## config.mk

```make
export PLATFORM = sky130hd
export DESIGN_NAME = reg_file_arbiter
export DESIGN_NICKNAME = d
export VERILOG_FILES = /design/src/rtl/reg_file_pkg.sv /design/src/rtl/reg_file_rr_arb.sv /design/src/rtl/reg_file_arbiter.sv
export SDC_FILE = /design/constraint.sdc
export NUM_CORES = 1
export LEC_CHECK = 0
export ABC_AREA = 1
export BUFFER_PORTS_ARGS = -buffer_cell sky130_fd_sc_hd__buf_2
export CORE_MARGIN = 2
export CORE_UTILIZATION = 25
export DETAILED_ROUTE_END_ITERATION = 6
export PLACE_DENSITY = 0.52
export REMOVE_ABC_BUFFERS = 1
export SYNTH_ARGS = -nofsm -noshare
export SYNTH_HDL_FRONTEND = slang
export SYNTH_HIERARCHICAL = 1
export SYNTH_SLANG_ARGS = --single-unit
```

## constraint.sdc

```tcl
create_clock -name CLK -period 1.3 [get_ports CLK]
set_input_delay 0.195 -clock CLK [delete_from_list [all_inputs] [get_ports CLK]]
set_output_delay 0.195 -clock CLK [all_outputs]
set_load 0.02 [all_outputs]
```

## src/rtl/reg_file_pkg.sv

```systemverilog
// Shared types and constants for the two-requester register-file arbiter.
package reg_file_pkg;

    localparam int DEF_DATA_WIDTH    = 16;
    localparam int DEF_ADDR_WIDTH    = 3;
    localparam int DEF_RF_ADDR_WIDTH = 8;

    localparam logic OP_READ  = 1'b0;
    localparam logic OP_WRITE = 1'b1;

    typedef logic [1:0] state_t;
    localparam state_t IDLE = 2'd0;
    localparam state_t CMD  = 2'd1;
    localparam state_t RESP = 2'd2;

endpackage

```

## src/rtl/reg_file_rr_arb.sv

```systemverilog
// Two-way tie-break: a lone request wins outright, a tie goes to the pointer.
module reg_file_rr_arb
    import reg_file_pkg::*;
(
    input  logic [1:0] req,
    input  logic       pointer,
    output logic       winner
);

    always_comb begin
        if (req == 2'b11) begin
            winner = pointer;
        end else begin
            winner = req[1];
        end
    end

endmodule

```

## src/rtl/reg_file_arbiter.sv

```systemverilog
// Arbitrates two requesters onto a single register-file port (IDLE -> CMD -> RESP).
// Define RF_ARB_ROUND_ROBIN_EN for round-robin tie-break; default is fixed priority to requester 0.
module reg_file_arbiter
    import reg_file_pkg::*;
#(
    parameter int DATA_WIDTH    = DEF_DATA_WIDTH,
    parameter int ADDR_WIDTH    = DEF_ADDR_WIDTH,
    parameter int RF_ADDR_WIDTH = DEF_RF_ADDR_WIDTH
) (
    input  logic                     CLK,
    input  logic                     RST,
    input  logic                     req0,
    input  logic                     op0,
    input  logic [ADDR_WIDTH-1:0]    addr0,
    input  logic [DATA_WIDTH-1:0]    wdata0,
    output logic                     ack0,
    input  logic                     req1,
    input  logic                     op1,
    input  logic [ADDR_WIDTH-1:0]    addr1,
    input  logic [DATA_WIDTH-1:0]    wdata1,
    output logic                     ack1,
    output logic [DATA_WIDTH-1:0]    rd_data,
    output logic                     busy,
    output logic                     gnt_id,
    output logic                     rf_wr_en,
    output logic                     rf_rd_en,
    output logic [RF_ADDR_WIDTH-1:0] rf_address,
    output logic [DATA_WIDTH-1:0]    rf_wr_data,
    input  logic [DATA_WIDTH-1:0]    rf_rd_data
);

    state_t                  state;
    logic                    lat_op;
    logic                    winner;
    logic                    arb_pointer;
    logic                    win_op;
    logic [ADDR_WIDTH-1:0]   win_addr;
    logic [DATA_WIDTH-1:0]   win_wdata;

`ifdef RF_ARB_ROUND_ROBIN_EN
    logic rr_ptr;

    // Pointer names the requester that was not served last.
    always_ff @(posedge CLK or negedge RST) begin
        if (!RST) begin
            rr_ptr <= 1'b0;
        end else if (state == IDLE && (req0 || req1)) begin
            rr_ptr <= ~winner;
        end
    end

    assign arb_pointer = rr_ptr;
`else
    assign arb_pointer = 1'b0;
`endif

    reg_file_rr_arb u_arb (
        .req     ({req1, req0}),
        .pointer (arb_pointer),
        .winner  (winner)
    );

    always_comb begin
        win_op    = winner ? op1    : op0;
        win_addr  = winner ? addr1  : addr0;
        win_wdata = winner ? wdata1 : wdata0;
    end

    // rf_address/rf_wr_data double as the latched copy, so requester inputs
    // are never looked at again after the grant edge.
    always_ff @(posedge CLK or negedge RST) begin
        if (!RST) begin
            state      <= IDLE;
            lat_op     <= OP_READ;
            ack0       <= 1'b0;
            ack1       <= 1'b0;
            busy       <= 1'b0;
            gnt_id     <= 1'b0;
            rf_wr_en   <= 1'b0;
            rf_rd_en   <= 1'b0;
            rf_address <= '0;
            rf_wr_data <= '0;
        end else begin
            case (state)
                IDLE: begin
                    if (req0 || req1) begin
                        state      <= CMD;
                        busy       <= 1'b1;
                        gnt_id     <= winner;
                        lat_op     <= win_op;
                        rf_wr_en   <= (win_op == OP_WRITE);
                        rf_rd_en   <= (win_op == OP_READ);
                        rf_address <= RF_ADDR_WIDTH'(win_addr);
                        rf_wr_data <= win_wdata;
                    end
                end
                CMD: begin
                    state    <= RESP;
                    rf_wr_en <= 1'b0;
                    rf_rd_en <= 1'b0;
                    ack0     <= ~gnt_id;
                    ack1     <= gnt_id;
                end
                RESP: begin
                    state <= IDLE;
                    ack0  <= 1'b0;
                    ack1  <= 1'b0;
                    busy  <= 1'b0;
                end
                default: begin
                    state    <= IDLE;
                    ack0     <= 1'b0;
                    ack1     <= 1'b0;
                    busy     <= 1'b0;
                    rf_wr_en <= 1'b0;
                    rf_rd_en <= 1'b0;
                end
            endcase
        end
    end

    // Register file returns read data during RESP, so rd_data is steered combinationally.
    always_comb begin
        rd_data = '0;
        if (state == RESP && lat_op == OP_READ) begin
            rd_data = rf_rd_data;
        end
    end

endmodule

```

## Word-level counts from Yosys, hierarchy flattened

Index checks and enable logic that the tools add are counted.

- Bits in registers: 28
- Bits of input ports: 60
- Bits in latches: 0
- Logic and storage cells: 40
- Memories kept: 0
- ROM bits: 0
- Memory bits (writable): 0

- Add/subtract/negate cells: 0
- Div/mod/pow operators: 0
- Multiply operators: 0
- Equal/unequal tests: 4
- Shift-type cells: 0
- Bitwise gates (word level): 5
- Reduce and logical (&&, ||, !) cells: 6
- Mux-type cells: 15
- Magnitude comparators: 0

Operators with widths:

| operator | number |
|---|---|
| $mux W16 | 2 |
| $pmux W1 S2 | 5 |
| $reduce_and A2 Y1 | 3 |
| $mux W1 | 5 |
| $not A1 Y1 | 5 |
| $eq A2 B2 Y1 const B | 2 |
| $pmux W2 S2 | 1 |
| $mux W3 | 1 |
| $eq A2 B1 Y1 const B | 1 |
| $logic_not A2 Y1 | 1 |
| $mux W2 | 1 |
| $ne A2 B2 Y1 const B | 1 |
| $logic_and A1 B1 Y1 | 1 |
| $logic_or A1 B1 Y1 | 1 |

## Logic depth before layout (Yosys ltp)

- Depth after elaboration: 6
- Mapped depth: 8
- Gate-level depth less buffers: 8

## By module

The synthesis kept the hierarchy.

By module, submodules not included:

| module | seq. area each (µm²) | area each (µm²) | cells each | times used |
|---|---|---|---|---|
| reg_file_arbiter | 700.7 | 1607.8 | 227 | 1 |
| reg_file_rr_arb | 0.0 | 16.3 | 4 | 1 |

## Least setup slack after synthesis

No wires, ideal clock.

- Path kind: flip-flop to output port
- Start: reg state[0]
- End: out rd_data[10]
- Data arrival time: 1.105 ns
- Path buffers: 2
- Cell stages (with the launch flop): 7
- Required time: 1.105 ns
- Slack: 0.000 ns
- Path through: dfrtp_1 inv_2 nand2_2 or2_1 buf_6 buf_12 nor2_4

- Word-level cells in the longest chain between the ends: 3

Ends and longest elaborated chain:

| item | RTL line | source |
|---|---|---|
| start, declared | reg_file_arbiter.sv:32 | `state_t state;` |
| start signal, assigned | reg_file_arbiter.sv:73 | `state <= IDLE;` |
| start signal, assigned | reg_file_arbiter.sv:87 | `state <= CMD;` |
| start signal, assigned | reg_file_arbiter.sv:98 | `state <= RESP;` |
| $eq A2 B2 Y1 | reg_file_arbiter.sv:125 | `if (state == RESP && lat_op == OP_READ) begin` |
| $logic_and A1 B1 Y1 | reg_file_arbiter.sv:125 |  |
| $mux W16 | reg_file_arbiter.sv:125 |  |
| end, declared | reg_file_arbiter.sv:22 | `output logic [DATA_WIDTH-1:0] rd_data,` |

Every way passes these cells.

## Worst setup path in the final report

- Start: reg state[1]
- End: out rd_data[1]

The elaborated chain is that of the path after synthesis.

==> metrics.md <==
| Metric | Value |
|---|---|
| Routability Congestion | about 0.73 |
| Leak | 1.48 nW |
| Min-delay worst type | input pin to flip-flop |
| Longest Clk Path Bufs | 2 |
| Max-cap viol count | 0 |
| Final worst path period need | 1.64 ns |
| Fillers | 696 |
| Top-area cell type share of the netlist area | 0.431 |
| CTS tree | yes |
| Setup violators final | 39 |
| Placed Area | approximately 0.0022 sq mm |
| Avg Cell Area, Syn | 7.03 sq um |
| Worst Hold Depth | 5 |
| Worst VDD drop | 0.792 mV |
| Slowest stage cell, crit path | dfrtp_1 |
| Routed wire per std cell | 9.94 microns |
| Final worst setup slack | -0.344 ns |
| Setup WS pre-CTS | -0.243 ns |
| Wire length of the first global-routing pass | 6910 microns |
| CP Capture Type | primary output |
| HP Start | wdata1[14] |
| Ports | approximately 110 |
| Synth warnings | 6 |
| Final hold vios | 0 |
| Worst Setup Path Type | flip-flop to primary output |
| Largest net degree at the start of global routing | 28 |
| Root buffer cell | clkbuf_8 |
| PnR Total Power | 4.55 mW |
| CP delay by family, top | buffers and inverters |
| Yosys reg bits | 28 |
| Fmax | 0.608 GHz |
| Commonest non-fill, non-tap cells in the layout | 100 x nand2_1, 84 x buf_2, 40 x inv_1 |
| Unique cell type count in the Yosys netlist | 18 |
| IO Port Bufs | 100 |
| Area of the multi-input gates | 733 sq um |
| # nets final | 399 |
| Final std cells w/o fill | just over 400 |
| Final period utilization | 1.26 |
| Worst Hold Path EP | rf_wr_data[14] |
| CTS Buf Count | 3 |
| Number of global-route vias before repair | 1563 |
| Slowest Stage Delay on Critical Path | approximately 0.38 ns |
| Synth Cell Area | 0.00162 sq mm |
| Core area | ~0.0063 sq mm |
| Via Count | between 1500 and 2000 |
| Worst R2R Start | state[0] |
| Design area | 0.00246 sq mm |
| Failing checks | setup timing |
| P per Cell Area | ~1800 mW/mm^2 |
| Crit path launch | state[1] |
| Worst-Skew Late Latency | 0.27 ns |
| Share of layout cells above drive strength 1 | 0.401 |
| Internal reg-to-reg setup slack | -0.06 ns |
| RSZ-0062 raised after global routing | true |
| Total wire length | about 4000 microns |
| Crit Path Max Fanout | 8 |
| Die Width | 84.6 microns |
| Worst EP required | approximately 1.1 ns |
| Reg-to-Reg End | rf_wr_data[3] |
| Slew Limit Headroom | 0.606 |
| Fin. max-slew vios | 0 |
| DP Cell Count | 406 |
| GR Overflow Total | 0 |
| Final ANT Viol Nets | 0 |
| CTS sink cnt | 28 |
| Status | finished, violations left |
| Register area | 701 sq um |
| Clk slew on worst S/H paths | 0.09 ns |
| Crit path cell chain | buf_6, nand2_4, or2_4, buf_12, nor2_1, buf_4 |
| DRT iter0 DRCs | 37 |
| H-tree lvl count | 1 |
| Synth area leaders | dfrtp_1 43%, nand2_1 23%, inv_1 9.2%, nor2_4 6.9%, o21ai_0 6.5% |
| Post-synth top area cell | dfrtp_1 |
| Detail Placement HPWL | 3080 microns |
| Seq/Total Area, Yosys | 0.431 |
| First-pass iteration count of the detailed router | 4 |
| Most common cell after layout, fill and taps aside | nand2_1 |
| Initial antenna violation count | 0 |
| Die Y | about 85 microns |
| Worst-case reg-to-reg path depth | 6 |
| Worst-Margin Slew | 0.589 ns |
| Crit path buf inv count | 3 |
| Via/cell ratio | 3.98 |
| Starting Density | 0.257 |
| Area grow syn2layout | 51.7% |
| Cells after synthesis | 231 |
| ANT cells | 0 |
| Worst-case clock skew | 0.00251 ns |
| Critical Path AT | 1.45 ns |
| Rows | 29 |
| Startpoint class of the critical path | flip-flop |
| GRT Total Usage | 0.115 |
| DIE AREA | approximately 0.007 sq mm |
| Remaining routing DRC violations | 0 |
## stage by stage
step	hold WS (ns)	utilization	setup TNS (ns)
after global routing	0.229	0.390	-9.64
after detailed placement	0.115	0.352	-5.49
after floorplan	-0.101	-	-4.13
after global placement	0.111	0.352	-4.57
after CTS	0.215	0.387	-5.17
final	0.224	0.390	-6.27
## report_power, final
part / internal [mW] / leakage, nW / switching [mW]
Combinational: 1.02 / 1.11 / 1.59
Clock: 0.208 / 0.0216 / 0.252
Sequential: 1.27 / 0.349 / 0.215
## Yosys cell counts
master / n
nor2_1: 10
buf_2: 6
inv_1: 40
nand3_1: 1
inv_2: 1
buf_12: 1
dfrtp_1: 28
clkbuf_1: 2
conb_1: 1
buf_6: 1
o21ai_1: 1
nand2_1: 100
buf_4: 5
nor2_2: 1
nor2_4: 10
or2_1: 1
nand2_2: 1
o21ai_0: 21
## timing repair
| item | 4_1_cts | 5_1_grt |
|---|---|---|
| buffers inserted | 2 | 1 |
| resized for setup | 39 | 4 |
| hold buffers | 1 | 0 |
| setup endpoints to repair | 40 | 39 |
| pin swaps | 2 | 3 |
| gates cloned | 1 | 0 |
| hold endpoints to repair | 13 | 0 |
## worst register-to-register path: cells and delay by family (launching register included)
kind            cells  cell delay, ns
compound gates      1            0.23
simple gates        3            0.37
buf+inv             2            0.26
flops               1            0.40
## state kept, by name (all words and copies together) (netlist names)
signal / count
rf_wr_data: 16
rf_address: 3
state: 2
ack0: 1
ack1: 1
busy: 1
gnt_id: 1
lat_op: 1
rf_rd_en: 1
rf_wr_en: 1
## how the worst max path moves through the flow
stage,slack [ns],cells after the start,end
5_1_grt,-0.43,6,rd_data[2]
4_1_cts,-0.34,6,rd_data[1]
2_1_floorplan,-0.36,3,rd_data[0]
6_report,-0.34,6,rd_data[1]
3_3_place_gp,-0.21,5,rf_wr_en
3_5_place_dp,-0.24,5,rf_wr_en
## layer usage
metal / routed length, microns / track usage / share of wire / vias up
met5: 0 / 0 / 0 / -
met4: 11 / 0.0216 / 0.0027 / 0
met3: 355 / 0.0246 / 0.086 / 2
met2: 1970 / 0.207 / 0.48 / 74
met1: 1780 / 0.143 / 0.43 / 703
li1: - / - / - / 868
## area by class of cell
cell class | instances | area share
well taps | 77 | 0.0391
clock buffers | 3 | 0.0168
inverters | 41 | 0.0625
multi-input cells | 152 | 0.298
flip-flops and latches | 28 | 0.284
repair buffers | 113 | 0.300
## logic make-up after synthesis
group           share of synthesized area
buf+inv                             0.160
flops                               0.431
other cells                       0.00231
simple gates                        0.338
compound gates                     0.0678
Note: power is estimated with default switching activity, not from simulation.
